**config.mk**
```make
export PLATFORM = sky130hd
export DESIGN_NAME = xor_frame_checksum_flat
export DESIGN_NICKNAME = d
export VERILOG_FILES = /design/src/rtl/xor_frame_checksum_if.sv /design/src/rtl/xor_frame_checksum.sv /design/src/flat_wrapper.sv
export SDC_FILE = /design/constraint.sdc
export NUM_CORES = 1
export LEC_CHECK = 0
export BUFFER_PORTS_ARGS = -buffer_cell sky130_fd_sc_hd__buf_2
export CAP_MARGIN = 20
export CORE_MARGIN = 4
export CORE_UTILIZATION = 48
export DETAILED_ROUTE_END_ITERATION = 12
export GPL_TIMING_DRIVEN = 0
export PLACE_DENSITY = 0.72
export SYNTH_ARGS = -nofsm -noshare
export SYNTH_HDL_FRONTEND = slang
export SYNTH_SLANG_ARGS = --single-unit
```
**constraint.sdc**
```tcl
create_clock -name clk -period 1.41 [get_ports clk]
set_input_delay 0.423 -clock clk [delete_from_list [all_inputs] [get_ports clk]]
set_output_delay 0.423 -clock clk [all_outputs]
set_load 0.01 [all_outputs]
```
**src/rtl/xor_frame_checksum_if.sv**
```systemverilog
// xor_frame_checksum_if: word stream in, per-frame checksum result out.
// Optional exp_xor/out_match members exist only with XOR_CHECK_EN.
interface xor_frame_checksum_if #(parameter int WIDTH = 8, parameter int MAX_LEN = 16);
    localparam int LW = $clog2(MAX_LEN + 1);
    logic             in_valid, in_ready, in_last;
    logic [WIDTH-1:0] in_data;
    logic             out_valid, out_ready, out_parity, out_err;
    logic [WIDTH-1:0] out_xor;
    logic [LW-1:0]    out_len;
`ifdef XOR_CHECK_EN
    logic [WIDTH-1:0] exp_xor;
    logic             out_match;
    modport master (output in_valid, in_data, in_last, out_ready, exp_xor,
                    input  in_ready, out_valid, out_xor, out_parity, out_len, out_err, out_match);
    modport slave  (input  in_valid, in_data, in_last, out_ready, exp_xor,
                    output in_ready, out_valid, out_xor, out_parity, out_len, out_err, out_match);
`else
    modport master (output in_valid, in_data, in_last, out_ready,
                    input  in_ready, out_valid, out_xor, out_parity, out_len, out_err);
    modport slave  (input  in_valid, in_data, in_last, out_ready,
                    output in_ready, out_valid, out_xor, out_parity, out_len, out_err);
`endif
endinterface

```
**src/rtl/xor_frame_checksum.sv**
```systemverilog
// xor_frame_checksum: folds framed words into XOR checksum, parity, saturating length and overlength flag.
// XOR_CHECK_EN adds exp_xor compare producing out_match.
module xor_frame_checksum #(
    parameter int WIDTH   = 8,
    parameter int MAX_LEN = 16
) (
    input logic                 clk,
    input logic                 rst,
    xor_frame_checksum_if.slave bus
);
    localparam int LW = $clog2(MAX_LEN + 1);
    localparam logic [0:0] ACC  = 1'b0;
    localparam logic [0:0] HOLD = 1'b1;

    logic [0:0]       state;
    logic [WIDTH-1:0] acc, acc_n, xr;
    logic [LW-1:0]    cnt, cnt_n, len;
    logic             err, err_n, oerr, sat, beat;

    assign bus.in_ready   = ~rst & (state == ACC);
    assign bus.out_valid  = (state == HOLD);
    assign bus.out_xor    = xr;
    assign bus.out_parity = ^xr;
    assign bus.out_len    = len;
    assign bus.out_err    = oerr;

    assign beat  = bus.in_valid & bus.in_ready;
    assign sat   = (cnt == LW'(MAX_LEN));
    assign acc_n = acc ^ bus.in_data;
    assign cnt_n = sat ? cnt : cnt + LW'(1);
    assign err_n = err | sat;

`ifdef XOR_CHECK_EN
    logic match;
    assign bus.out_match = match;
    always_ff @(posedge clk)
        if (rst)
            match <= 1'b0;
        else if (beat && bus.in_last)
            match <= (acc_n == bus.exp_xor);
`endif

    always_ff @(posedge clk) begin
        if (rst) begin
            state <= ACC;
            acc   <= '0;
            cnt   <= '0;
            err   <= 1'b0;
            xr    <= '0;
            len   <= '0;
            oerr  <= 1'b0;
        end else if (state == ACC) begin
            if (beat) begin
                acc <= acc_n;
                cnt <= cnt_n;
                err <= err_n;
                if (bus.in_last) begin
                    state <= HOLD;
                    xr    <= acc_n;
                    len   <= cnt_n;
                    oerr  <= err_n;
                end
            end
        end else if (bus.out_ready) begin
            // result stays on the outputs; only the accumulator restarts
            state <= ACC;
            acc   <= '0;
            cnt   <= '0;
            err   <= 1'b0;
        end
    end
endmodule

```
**src/flat_wrapper.sv**
```systemverilog
// flat-port wrapper written by rule: the top's interface ports become plain ports
module xor_frame_checksum_flat 
#(
    parameter int WIDTH   = 8,
    parameter int MAX_LEN = 16
)
  (clk, rst, bus_in_valid, bus_in_data, bus_in_last, bus_out_ready, bus_in_ready, bus_out_valid, bus_out_xor, bus_out_parity, bus_out_len, bus_out_err);
  xor_frame_checksum_if #(.WIDTH(WIDTH), .MAX_LEN(MAX_LEN)) bus_i ();
  input logic clk;
  input logic rst;
  input wire logic [$bits(bus_i.in_valid)-1:0] bus_in_valid;
  input wire logic [$bits(bus_i.in_data)-1:0] bus_in_data;
  input wire logic [$bits(bus_i.in_last)-1:0] bus_in_last;
  input wire logic [$bits(bus_i.out_ready)-1:0] bus_out_ready;
  output wire logic [$bits(bus_i.in_ready)-1:0] bus_in_ready;
  output wire logic [$bits(bus_i.out_valid)-1:0] bus_out_valid;
  output wire logic [$bits(bus_i.out_xor)-1:0] bus_out_xor;
  output wire logic [$bits(bus_i.out_parity)-1:0] bus_out_parity;
  output wire logic [$bits(bus_i.out_len)-1:0] bus_out_len;
  output wire logic [$bits(bus_i.out_err)-1:0] bus_out_err;
  assign bus_i.in_valid = bus_in_valid;
  assign bus_i.in_data = bus_in_data;
  assign bus_i.in_last = bus_in_last;
  assign bus_i.out_ready = bus_out_ready;
  assign bus_in_ready = bus_i.in_ready;
  assign bus_out_valid = bus_i.out_valid;
  assign bus_out_xor = bus_i.out_xor;
  assign bus_out_parity = bus_i.out_parity;
  assign bus_out_len = bus_i.out_len;
  assign bus_out_err = bus_i.out_err;
  xor_frame_checksum #(.WIDTH(WIDTH), .MAX_LEN(MAX_LEN)) u_core (.clk(clk), .rst(rst), .bus(bus_i));
endmodule
```
=== Word level (Yosys, flattened, before mapping) ===
Index checks and enable logic that the tools add are counted.
W data, S select, Z words.

* Flip-flop bits (word level): 29
* Input port bits: 13
* Output and inout port bits: 17
* Logic and storage cells: 34

* Add/subtract/negate cells: 1
* Equal/unequal tests: 2
* Multiplexer cells: 14
* Bitwise gates (word level): 6
* Reduce and logical (&&, ||, !) cells: 4

{| class="wikitable"
|+ Operator list
! kind !! number
|-
| $mux W8 || 3
|-
| $mux W5 || 4
|-
| $reduce_xor A8 Y1 || 1
|-
| $xor A8 B8 Y8 || 1
|-
| $mux W1 || 7
|-
| $add A5 B1 Y5 const B || 1
|-
| $eq A5 B5 Y1 const B || 1
|-
| $reduce_and A3 Y1 || 1
|-
| $and A1 B1 Y1 || 2
|-
| $ne A2 B2 Y1 const B || 1
|-
| $not A1 Y1 || 2
|-
| $reduce_and A2 Y1 || 1
|-
| $reduce_bool A2 Y1 || 1
|-
| $or A1 B1 Y1 || 1
|}

=== Longest topological paths before layout ===
* Depth after elaboration: 5
* Gate-level depth with buffers: 5
* Depth with buffers taken out: 5

=== Worst setup path before layout ===
No wires, ideal clock.

* Path kind: register to register
* Start point: register u_core.cnt[0]
* End point: register u_core.cnt[0]
* Library setup time: 0.138 ns
* Arrival time: 1.293 ns
* Required time: 1.272 ns
* Path slack: -0.021 ns
* Cell stages (with the launch flop): 6
* Path buffers: 0
* Clock period less this slack: 1.431 ns
* Cell sequence: dfxtp_1 inv_1 ha_1 or4bb_1 a21oi_2 a311oi_2

* Cells in the longest elaborated chain, start to end: 4
* Elaborated cells between the ends (all ways): 5
* Classes of those cells: add/sub: 1; eq/ne: 1; mux: 3

{| class="wikitable"
|+ Ends and longest elaborated chain
! item !! RTL line !! RTL
|-
| from (decl) || xor_frame_checksum.sv:17 || <nowiki>logic [LW-1:0] cnt, cnt_n, len;</nowiki>
|-
| from (signal assigned) || xor_frame_checksum.sv:55 || <nowiki>cnt <= cnt_n;</nowiki>
|-
| $add A5 B1 Y5 or $eq A5 B5 Y1 (tied branches) || xor_frame_checksum.sv:30, xor_frame_checksum.sv:28 ||
|-
| $mux W5 (*) || xor_frame_checksum.sv:30 || <nowiki>assign cnt_n = sat ? cnt : cnt + LW'(1);</nowiki>
|-
| $mux W5 (*) || xor_frame_checksum.sv:53 || <nowiki>if (beat) begin</nowiki>
|-
| $mux W5 (*) || xor_frame_checksum.sv:52 || <nowiki>end else if (state == ACC) begin</nowiki>
|}

Every way passes the cells marked *; elsewhere a longest branch is shown, timed or not. The select of a mux whose other input is x is not followed.
A chain may end at the register's enable or synchronous reset.

=== Worst setup path in the final report ===
* Start point: register u_core.xr[3], in the netlist u_core.bus.out_xor[3]
* End point: output bus_out_parity

* Cells in the longest elaborated chain, start to end: 1

{| class="wikitable"
|+ Ends and longest elaborated chain
! item !! RTL line !! RTL
|-
| from (decl) || xor_frame_checksum.sv:16 || <nowiki>logic [WIDTH-1:0] acc, acc_n, xr;</nowiki>
|-
| from (signal assigned) || xor_frame_checksum.sv:59 || <nowiki>xr <= acc_n;</nowiki>
|-
| $reduce_xor A8 Y1 || xor_frame_checksum.sv:23 || <nowiki>assign bus.out_parity = ^xr;</nowiki>
|-
| to (decl) || flat_wrapper.sv:18 || <nowiki>output wire logic [$bits(bus_i.out_parity)-1:0] bus_out_parity;</nowiki>
|}

No other way between the ends.

==> flow_summary_export.csv <==
group,metric,value,unit
run_status,status,"finished, violations left",
run_status,violations,"setup timing",
sta,worstMarginPinSlew,0.602,ns
place,dp_hpwl,2250,um
finish,n_antenna_cell,0,
power,p_leak,0.742,nW
min_path,holdCritPathClass,"input port to flop",
cts,path_clk_slew,0.09,ns
finish,fill_cells,219,
finish,multiInputGateArea,910,um2
critical_path,critPathCaptureType,"primary output",
global_route,grt_overflow,0,
route,drt_pass1_iterations,6,
critical_path,cp_data_required_time,0.99,ns
sta,fin_setup_tns,-0.329,ns
synthesis,ys_seq_area_frac,0.399,
floorplanning,io_pins,30,
sta,period_minus_slack,1.74,ns
floorplanning,die_h,63.0,um
route,post-route-drc-count,0,
min_path,min_to,"u_core.bus.out_valid$_SDFF_PP0_",
power,ir_drop,0.510,mV
floorplanning,core-area,2830,um2
sta,skew,0.0113,ns
synthesis,yosysUniqueCellTypes,31,
synthesis,syn-num-nets,159,
power,switchingPower,497,uW
critical_path,path_delay_family,"XOR/XNOR gates",
floorplanning,die_area,3970,um2
cts,htreeDepth,2,
global_route,antenna_found_initial,0,
critical_path,timing.critical_path.cells,"xnor2_2 > xnor2_2 > xnor2_1 > buf_2",
cts,cts_buffers,5,
floorplanning,floorplan.initialDensity,0.514,
synthesis,yosysWarnings,0,
finish,final_common_cell,"buf_2",
route,avgViaCountPerCell,5.59,
finish,areaGrowthSynthToFinish,34.4,%
synthesis,avgSynthCellArea,10.1,um2
sta,layout_setup_ws,-0.329,ns
sta,report.final.setup_viol,1,
power,pwr-share-seq,0.519,
route,via_count,1236,
sta,relSlewSlack,0.598,
sta,hold_viol,0,
cts,clock_latency,0.32,ns
route,wire_per_inst,15.8,um
finish,seq_area,597,um2
critical_path,rrSetupSlack,0,ns
critical_path,cp_num_buf_inv,1,
finish,mostFrequentLayoutCells,"27 x buf_2, 22 x dfxtp_1, 13 x nor2_1, 12 x a21oi_1, 11 x xnor2_1",
cts,clkSinkCount,29,
critical_path,critPathMaxFanout,3,
synthesis,postSynthCellCount,144,
critical_path,slowest_delay,0.35,ns
place,gp_congestion,0.738,
synthesis,ys_ff_latch,29,
synthesis,syn_area,1450,um2
place,placed_area,1640,um2
global_route,grt_first_pass_wirelength,5530,um
sta,fmax,575,MHz
cts,clock_path_buffers,2,
critical_path,critPathKind,"flop to primary output",
place,pre_cts_slack,-0.342,ns
global_route,grt_pass1_vias,1223,
floorplanning,chipWidth,63.0,um
power,p_int,1.24,mW
power,power_density,890,nW/um2
cts,cts_root_buf,"clkbuf_4",
floorplanning,row_count,19,
place,io_buffers,29,
finish,final_cell_area,1950,um2
route,postRouteAntennaNets,0,
sta,rsz0062_at_grt,"true",
run,drv_cap,0,
finish,final_nets,206,
global_route,gr-usage-all-layers,0.174,
power,combPwrFrac,0.236,
global_route,grt_max_degree,11,
cts,cts_hold_buf,0,
min_path,hold-path-cell-count,3,
route,dr.first_iter.drc_count,37,
power,switching_share,0.286,
sta,slew_viol_final,0,
cts,cts_tree,"done",
critical_path,r2r-end,"u_core.cnt[0]$_SDFFE_PP0P_",
sta,min_period_over_period,1.23,
critical_path,startpoint_type,"flop",
critical_path,path_common_cell,"xnor2_2",
critical_path,timing.rr.start,"u_core.cnt[1]$_SDFFE_PP0P_",
finish,drive_gt1_frac,0.484,
critical_path,ff2ff_path_depth,5,
route,drt-total-wl,3490,um
min_path,hp-start,"bus_in_last",
critical_path,arrival,1.32,ns
critical_path,crit_path_top_delay_cell,"dfxtp_1",
power,clock_power_share,0.245,
-- sequential cells by signal (all words and copies together) (netlist names) --
signal / count
u_core.bus.out_xor: 8
u_core.cnt: 5
u_core.acc: 8
u_core.err: 1
u_core.bus.out_err: 1
u_core.bus.out_valid: 1
u_core.bus.out_len: 5
-- worst max-delay path by stage --
stage / slack, ns / cells past startpoint / end / startpoint
after floorplan: 0.02 / 5 / u_core.cnt[0]$_SDFFE_PP0P_ / u_core.cnt[0]$_SDFFE_PP0P_
after global placement: -0.34 / 5 / bus_in_ready / rst
after detailed placement: -0.34 / 5 / bus_in_ready / rst
after CTS: -0.34 / 4 / bus_out_parity / u_core.bus.out_xor[6]$_SDFFE_PP0P_
after global routing: -0.39 / 4 / bus_out_parity / u_core.bus.out_xor[3]$_SDFFE_PP0P_
final: -0.33 / 4 / bus_out_parity / u_core.bus.out_xor[3]$_SDFFE_PP0P_
-- cell families (layout without fill, tap and decap cells) --
logic type	count (synthesis)	count (layout)	share of synthesized area
adder cells (fa/ha/maj)	2	2	0.0172
XOR/XNOR	19	19	0.114
AND/OR/NAND/NOR	42	42	0.170
buffers and inverters	11	57	0.0568
AO/OA/AOI/OAI	39	39	0.229
multiplexers	2	2	0.0138
flip-flops	29	29	0.399
-- per-layer routing --
layer | track usage | vias up | routed length (um)
met1 | 0.218 | 589 | 1520
met2 | 0.279 | 33 | 1740
met3 | 0.0486 | 6 | 167
met5 | 0 | - | 0
li1 | - | 608 | -
met4 | 0.0716 | 0 | 59
-- cells in the mapped netlist (all sizes together) --
cell type,n,area share
dfxtp,29,0.40
a21oi,15,0.059
xnor2,15,0.090
nor2,14,0.036
a211oi,13,0.091
a311oi,9,0.067
buf,7,0.046
nand2,7,0.020
or2b,6,0.031
nand2b,5,0.022
nand3,4,0.014
xor2,4,0.024
inv,3,0.0077
ha,2,0.017
mux2i,2,0.014
nor3b,2,0.018
a21o,1,0.0052
and4bb,1,0.0086
clkbuf,1,0.0026
nor4bb,1,0.0069
o32ai,1,0.0060
or3b,1,0.0060
or4bb,1,0.0077
-- area by class of cell --
| class | count | share of cell area |
|---|---|---|
| Tap cell | 31 | 0.0198 |
| Timing Repair Buffer | 40 | 0.131 |
| Multi-Input combinational cell | 104 | 0.465 |
| Clock inverter | 1 | 0.00256 |
| Clock buffer | 5 | 0.0192 |
| Buffer | 8 | 0.0506 |
| Sequential cell | 29 | 0.305 |
| Inverter | 3 | 0.00576 |
-- per-stage QoR --
stage                     utilization  hold slack [ns]  power, mW  instances
after floorplan                     -            0.437       1.14        144
after global placement          0.581            0.449       1.23        204
after detailed placement        0.581            0.449       1.24        204
after CTS                       0.623            0.317       1.70        215
after global routing            0.691            0.328       1.84        221
final                           0.691            0.339       1.74        221
-- worst min-delay path, cell delays in order --
cell     delay, ns
buf_2         0.11
nand2_1       0.05
a21oi_1       0.05
-- power by group through the flow --
stage | clock (mW) | combinational (mW) | sequential [mW]
6_report | 0.426 | 0.411 | 0.902
5_1_grt | 0.483 | 0.446 | 0.908
4_1_cts | 0.456 | 0.351 | 0.897
3_5_place_dp | 0 | 0.323 | 0.919
3_3_place_gp | 0 | 0.315 | 0.916
2_1_floorplan | 0 | 0.216 | 0.923
-- timing repair --
item | 4_1_cts | 5_1_grt
buffers inserted | 5 | 6
pin swaps | 5 | 14
gates cloned | 0 | 0
resized for setup | 13 | 28
endpoints found under the setup margin | 16 | 23
Note: power is estimated with default switching activity, not from simulation.
